File: src/rtl/sd_pkg.sv
// Shared constants and state encodings for the SD block-read sequencer and its
// command handshake helper.
package sd_pkg;

  localparam logic [5:0] SD_CMD_RD_SINGLE = 6'd17;
  localparam logic [5:0] SD_CMD_RD_MULTI  = 6'd18;
  localparam logic [5:0] SD_CMD_STOP      = 6'd12;

  localparam int SD_BLOCK_SIZE = 512;

  typedef enum logic [2:0] {
    ST_IDLE      = 3'd0,
    ST_SEND_RD   = 3'd1,
    ST_DATA      = 3'd2,
    ST_RELEASE   = 3'd3,
    ST_SEND_STOP = 3'd4,
    ST_DONE      = 3'd5
  } state_t;

  typedef enum logic [1:0] {
    CI_IDLE = 2'd0,
    CI_BUSY = 2'd1,
    CI_GAP  = 2'd2
  } cmd_state_t;

endpackage

File: src/rtl/sd_cmd_issue.sv
// Command handshake helper: latches a command on request, holds cmd_start and
// the fields until the responder answers, then idles for one cycle.
module sd_cmd_issue
  import sd_pkg::*;
(
  input  logic        clk,
  input  logic        rst,
  input  logic        issue,
  input  logic [5:0]  issue_index,
  input  logic [31:0] issue_arg,
  output logic        cmd_start,
  output logic [5:0]  cmd_index,
  output logic [31:0] cmd_arg,
  input  logic        cmd_done,
  input  logic        cmd_fail,
  output logic        rsp_ok,
  output logic        rsp_fail
);

  cmd_state_t cs;

  assign cmd_start = (cs == CI_BUSY);
  // A simultaneous done and fail is reported as a failure only.
  assign rsp_fail  = (cs == CI_BUSY) && cmd_fail;
  assign rsp_ok    = (cs == CI_BUSY) && cmd_done && !cmd_fail;

  // NOTE: sequential state uses non-blocking assignments so every register
  // samples pre-edge values regardless of statement order.
  always_ff @(posedge clk) begin
    if (rst) begin
      cs        <= CI_IDLE;
      cmd_index <= '0;
      cmd_arg   <= '0;
    end else begin
      case (cs)
        CI_IDLE: begin
          if (issue) begin
            cmd_index <= issue_index;
            cmd_arg   <= issue_arg;
            cs        <= CI_BUSY;
          end
        end
        CI_BUSY: begin
          if (cmd_done || cmd_fail) cs <= CI_GAP;
        end
        // Guarantees cmd_start is low for a cycle before a back-to-back command.
        CI_GAP:  cs <= CI_IDLE;
        default: cs <= CI_IDLE;
      endcase
    end
  end

endmodule

File: src/rtl/sd_block_read_sequencer.sv
// Multi-block SD read sequencer: issues CMD17/CMD18, enables the data receiver
// once per block, stops with CMD12 and retries from the failing block on CRC error.
module sd_block_read_sequencer
  import sd_pkg::*;
#(
  parameter int         MAX_RETRY     = 2,
  parameter logic [5:0] CMD_RD_SINGLE = SD_CMD_RD_SINGLE,
  parameter logic [5:0] CMD_RD_MULTI  = SD_CMD_RD_MULTI,
  parameter logic [5:0] CMD_STOP      = SD_CMD_STOP
) (
  input  logic        clk,
  input  logic        rst,
  input  logic        rd_req,
  input  logic [31:0] rd_addr,
  input  logic [15:0] rd_count,
  output logic        rd_busy,
  output logic        rd_done,
  output logic        rd_err,
  output logic [15:0] blocks_ok,
  output logic        cmd_start,
  output logic [5:0]  cmd_index,
  output logic [31:0] cmd_arg,
  input  logic        cmd_done,
  input  logic        cmd_fail,
  output logic        get_en,
  input  logic        get_complete,
  input  logic        get_crc_fail,
  output logic [31:0] block_read_count
);

  state_t      state;
  logic [31:0] addr_q;
  logic [15:0] count_q;
  logic [7:0]  retry;
  logic        retry_pend;
  logic        multi_q;

  logic        multi_now;
  logic        issue;
  logic [5:0]  issue_index;
  logic [31:0] issue_arg;
  logic        rsp_ok;
  logic        rsp_fail;

  // A read restarts at the first block not yet received, so the command kind
  // depends on how many blocks remain.
  assign multi_now   = (count_q - blocks_ok) != 16'd1;
  assign issue       = (state == ST_SEND_RD) || (state == ST_SEND_STOP);
  assign issue_index = (state == ST_SEND_STOP) ? CMD_STOP
                     : (multi_now ? CMD_RD_MULTI : CMD_RD_SINGLE);
  assign issue_arg   = (state == ST_SEND_STOP) ? 32'd0 : addr_q + {16'd0, blocks_ok};

  assign get_en           = (state == ST_DATA);
  assign rd_busy          = (state != ST_IDLE) && (state != ST_DONE);
  assign block_read_count = {16'd0, blocks_ok};

  sd_cmd_issue u_cmd (
    .clk         (clk),
    .rst         (rst),
    .issue       (issue),
    .issue_index (issue_index),
    .issue_arg   (issue_arg),
    .cmd_start   (cmd_start),
    .cmd_index   (cmd_index),
    .cmd_arg     (cmd_arg),
    .cmd_done    (cmd_done),
    .cmd_fail    (cmd_fail),
    .rsp_ok      (rsp_ok),
    .rsp_fail    (rsp_fail)
  );

  always_ff @(posedge clk) begin
    if (rst) begin
      state      <= ST_IDLE;
      addr_q     <= '0;
      count_q    <= '0;
      retry      <= '0;
      retry_pend <= 1'b0;
      multi_q    <= 1'b0;
      blocks_ok  <= '0;
      rd_err     <= 1'b0;
      rd_done    <= 1'b0;
    end else begin
      rd_done <= (state == ST_DONE);
      case (state)
        ST_IDLE: begin
          if (rd_req) begin
            rd_err <= 1'b0;
            if (rd_count == 16'd0) begin
              state <= ST_DONE;
            end else begin
              addr_q     <= rd_addr;
              count_q    <= rd_count;
              blocks_ok  <= '0;
              retry      <= '0;
              retry_pend <= 1'b0;
              state      <= ST_SEND_RD;
            end
          end
        end
        ST_SEND_RD: begin
          if (rsp_fail) begin
            rd_err <= 1'b1;
            state  <= ST_DONE;
          end else if (rsp_ok) begin
            multi_q <= multi_now;
            state   <= ST_DATA;
          end
        end
        ST_DATA: begin
          if (get_complete) begin
            if (get_crc_fail) retry_pend <= 1'b1;
            else              blocks_ok  <= blocks_ok + 16'd1;
            state <= ST_RELEASE;
          end
        end
        ST_RELEASE: begin
          if (!get_complete) begin
            if (retry_pend && retry == 8'(MAX_RETRY)) begin
              rd_err     <= 1'b1;
              retry_pend <= 1'b0;
              state      <= multi_q ? ST_SEND_STOP : ST_DONE;
            end else if (retry_pend) begin
              retry <= retry + 8'd1;
              if (multi_q) begin
                state <= ST_SEND_STOP;
              end else begin
                retry_pend <= 1'b0;
                state      <= ST_SEND_RD;
              end
            end else if (blocks_ok == count_q) begin
              state <= multi_q ? ST_SEND_STOP : ST_DONE;
            end else begin
              state <= ST_DATA;
            end
          end
        end
        ST_SEND_STOP: begin
          if (rsp_fail) begin
            rd_err <= 1'b1;
            state  <= ST_DONE;
          end else if (rsp_ok) begin
            // A still-pending retry means the stop was only there to restart.
            if (retry_pend) begin
              retry_pend <= 1'b0;
              state      <= ST_SEND_RD;
            end else begin
              state <= ST_DONE;
            end
          end
        end
        ST_DONE: state <= ST_IDLE;
        default: state <= ST_IDLE;
      endcase
    end
  end

endmodule
File: config.mk
export PLATFORM = sky130hd
export DESIGN_NAME = sd_block_read_sequencer
export DESIGN_NICKNAME = d
export VERILOG_FILES = /design/src/rtl/sd_pkg.sv /design/src/rtl/sd_cmd_issue.sv /design/src/rtl/sd_block_read_sequencer.sv
export SDC_FILE = /design/constraint.sdc
export NUM_CORES = 1
export LEC_CHECK = 0
export BUFFER_PORTS_ARGS = -buffer_cell sky130_fd_sc_hd__buf_2
export CORE_MARGIN = 5
export CORE_UTILIZATION = 51
export CTS_CLUSTER_DIAMETER = 120
export DETAILED_ROUTE_END_ITERATION = 8
export PLACE_DENSITY = 0.77
export SLEW_MARGIN = 40
export SYNTH_ARGS = -nofsm -noshare
export SYNTH_HDL_FRONTEND = slang
export SYNTH_HIERARCHICAL = 1
export SYNTH_SLANG_ARGS = --single-unit
File: constraint.sdc
create_clock -name clk -period 2.7 [get_ports clk]
set_clock_uncertainty 0.15 [all_clocks]
set_input_delay 0.27 -clock clk [delete_from_list [all_inputs] [get_ports clk]]
set_output_delay 0.27 -clock clk [all_outputs]
set_load 0.02 [all_outputs]
==> metrics.txt <==
total iterations of the first detailed-routing run=5; worst slew pin tran=about 590 ps; area post-placement=0.008672 sq mm; core region area=0.01448 sq mm; TNS Setup=-1060 ps; Cell variety after synth=69; final core utilization=69.89%; FF+latch count, synth=119; fillers=approximately 1000; Die ar.=0.01726 sq mm; Synth Instances=around 950; worst setup margin=-170.6 ps; WL/cell=16.96 um; worst ir drop on vdd=between 1 and 1.5 mV; Die Width=roughly 130 um; post-layout min period=2871 ps; Async SR Flop Fraction=0%; RSZ-0062 raised after global routing=true; Max Cap Violations=0; DRC viols=0; Synthesis Warnings=6; final period utilization=106.3%; failing checks=negative setup slack; most frequent cells in the layout=buf_2, nand2_1, dfxtp_1, nand2b_1; most common cell after layout, fill and taps aside=buf_2; Final Hold Vio Count=0; H-tree depth=4; status=finished with violations; WP data required=between 2000 and 3000 ps; Critical Path Sink Type=register; path category of the worst min-delay check=input pin to register; Worst Setup Path Type=register to register; worst skew pair latency=420 ps; post-layout net count=1262; clock root cell=clkbuf_16; CP Launch Type=register; overall routed net length=23200 um; Die Span Y=131.4 um; Reg clk slew, reported paths=60 ps; first-pass GRT wire length=36070 um; Initial Util=51.91%; Max FO, Critical Path=6; Placement Rows=44; Rel. slew slack=60.57%; Sink Count=119; layout cell share with drive strength beyond 1=approximately 27%; mapped cell area=0.007516 sq mm; Inserted Clock Buffers=17; Total Routing Usage GR=24.79%; top-level port count=146; HPWL after detailed placement=14880 um; sequential area share after synthesis=between 30% and 40%; CTS tree=built; Arrival @ worst endpoint=3080 ps; Power per Cell Area=~860 mW/mm^2; GPL Wtd Cong=0.9349; Fmax=0.3484 GHz; dpl cells=1275; Non-Filler Instances=approximately 1400; largest net degree at the start of global routing=61; Leak=0.004297 uW; via/cell ratio=5.586; ANT cells=0; grt ovf=0; PortBufs=129; Final ANT Viol Nets=0; number of global-route vias before repair=a little over 7000; syn_area_per_cell=approximately 7.9 sq um; hold_ws=approximately 140 ps; CTS max path bufs=2; post-route cell area=approximately 0.010 sq mm; Final setup viols=13; Iter 0 DRT Violations=approximately 550; vias post-DR=7642; Post-synth EDFFs=0; fin. max-slew vios=0; Most used DFF post-synth=dfxtp_1; initial antenna violation count=0; area grow syn2layout=34.64%
stage by stage:
step                      power [uW]  worst slack (ps)
after floorplan                 5045             10.71
after global placement          5998            -75.18
after detailed placement        6020            -139.5
after CTS                       8456            -102.4
after global routing            9122            -282.9
final                           8655            -170.6
final cells by class:
type	instances	area, sq um	share of cell area, %
flip-flops and latches	119	2410	23.81
clock buffers	17	425.4	4.204
repair buffers	266	1887	18.64
clock inverters	15	176.4	1.743
well taps	184	230.2	2.275
inverters	28	107.6	1.063
multi-input cells	739	4883	48.26
cell usage after synthesis (3+ instances only):
master	instances	area share (%)
a211o_1	3	0.35
a211oi_1	12	1.2
a21o_1	9	0.90
a21oi_1	80	5.3
a31oi_1	6	0.50
and2_1	7	0.58
and3_1	7	0.58
and4_1	3	0.35
buf_4	33	3.3
clkbuf_1	37	1.8
dfxtp_1	119	32
ha_1	34	5.7
inv_1	24	1.2
inv_2	3	0.15
mux2i_1	40	5.3
nand2_1	125	6.2
nand2b_1	82	6.8
nand3_1	18	1.2
nand4_1	10	0.83
nor2_1	79	3.9
nor2b_1	12	1.0
nor3_1	33	2.2
nor3b_1	5	0.50
nor3b_2	5	0.83
nor4_1	7	0.58
nor4_2	3	0.50
o2111ai_1	5	0.58
o211ai_1	3	0.30
o21a_1	9	0.90
o21ai_0	21	1.4
o21bai_1	4	0.40
o31a_1	3	0.35
or3_1	12	1.0
or4_1	3	0.30
xnor2_1	29	3.4
xor2_1	17	2.0
sequential cells by signal, indices dropped and copies added (netlist names):
register	count
multi_q	1
rd_done	1
rd_err	1
state	3
u_cmd/cmd_index	6
blocks_ok	16
retry_pend	1
u_cmd/cs	2
u_cmd/cmd_arg	32
retry	8
count_q	16
addr_q	32
cell families after synthesis:
| group | after synthesis | synth area share, % |
|---|---|---|
| AOI/OAI and AO/OA | 178 | 14.98 |
| xor gates and xnor gates | 46 | 5.360 |
| adders and majority gates | 36 | 6.193 |
| buffers and inverters | 106 | 7.608 |
| DFF | 119 | 31.70 |
| muxes | 40 | 5.327 |
| other | 1 | 0.04989 |
| and+or+nand+nor | 422 | 28.78 |
final timing paths:
kind | cells past startpoint | from | endpoint | slack [ps]
hold / removal | 3 | rd_req | rd_err | 140
setup / recovery | 13 | blocks_ok[0] | u_cmd/cmd_arg[30] | -170
setup reg to reg | 13 | blocks_ok[0] | u_cmd/cmd_arg[30] | -170
hold reg to reg | 2 | count_q[7] | count_q[7] | 310
critical path, stage by stage (launching register included):
cell and delay [ps]:
dfxtp_4 380, ha_4 140, inv_2 30, fa_2 340, nor2b_2 140, o31a_1 220
o31ai_4 100, a211oi_2 290, o31ai_2 100, buf_4 180, or3_4 380, a21oi_2 150
nand2b_1 70, mux2i_1 130
metal layers:
metal	track usage (%)	up-vias	wire length [um]
met5	0	-	0
met4	12.17	0	982
met3	5.581	82	1594
met2	40.80	347	11160
met1	30.61	3540	9455
li1	-	3673	-
power by group:
group	internal [uW]	total, uW	switching, uW
clock	1450	2320	869
combinational	1750	4000	2240
sequential	2050	2340	290
total	5250	8660	3400
repair_timing:
action	in CTS	in global routing
endpoints found under the hold margin	50	0
hold buffers	51	0
setup endpoints to repair	13	26
gates cloned	1	0
pin swaps	22	34
buffers inserted	6	4
resized for setup	25	32
(Power assumes the default switching activity.)
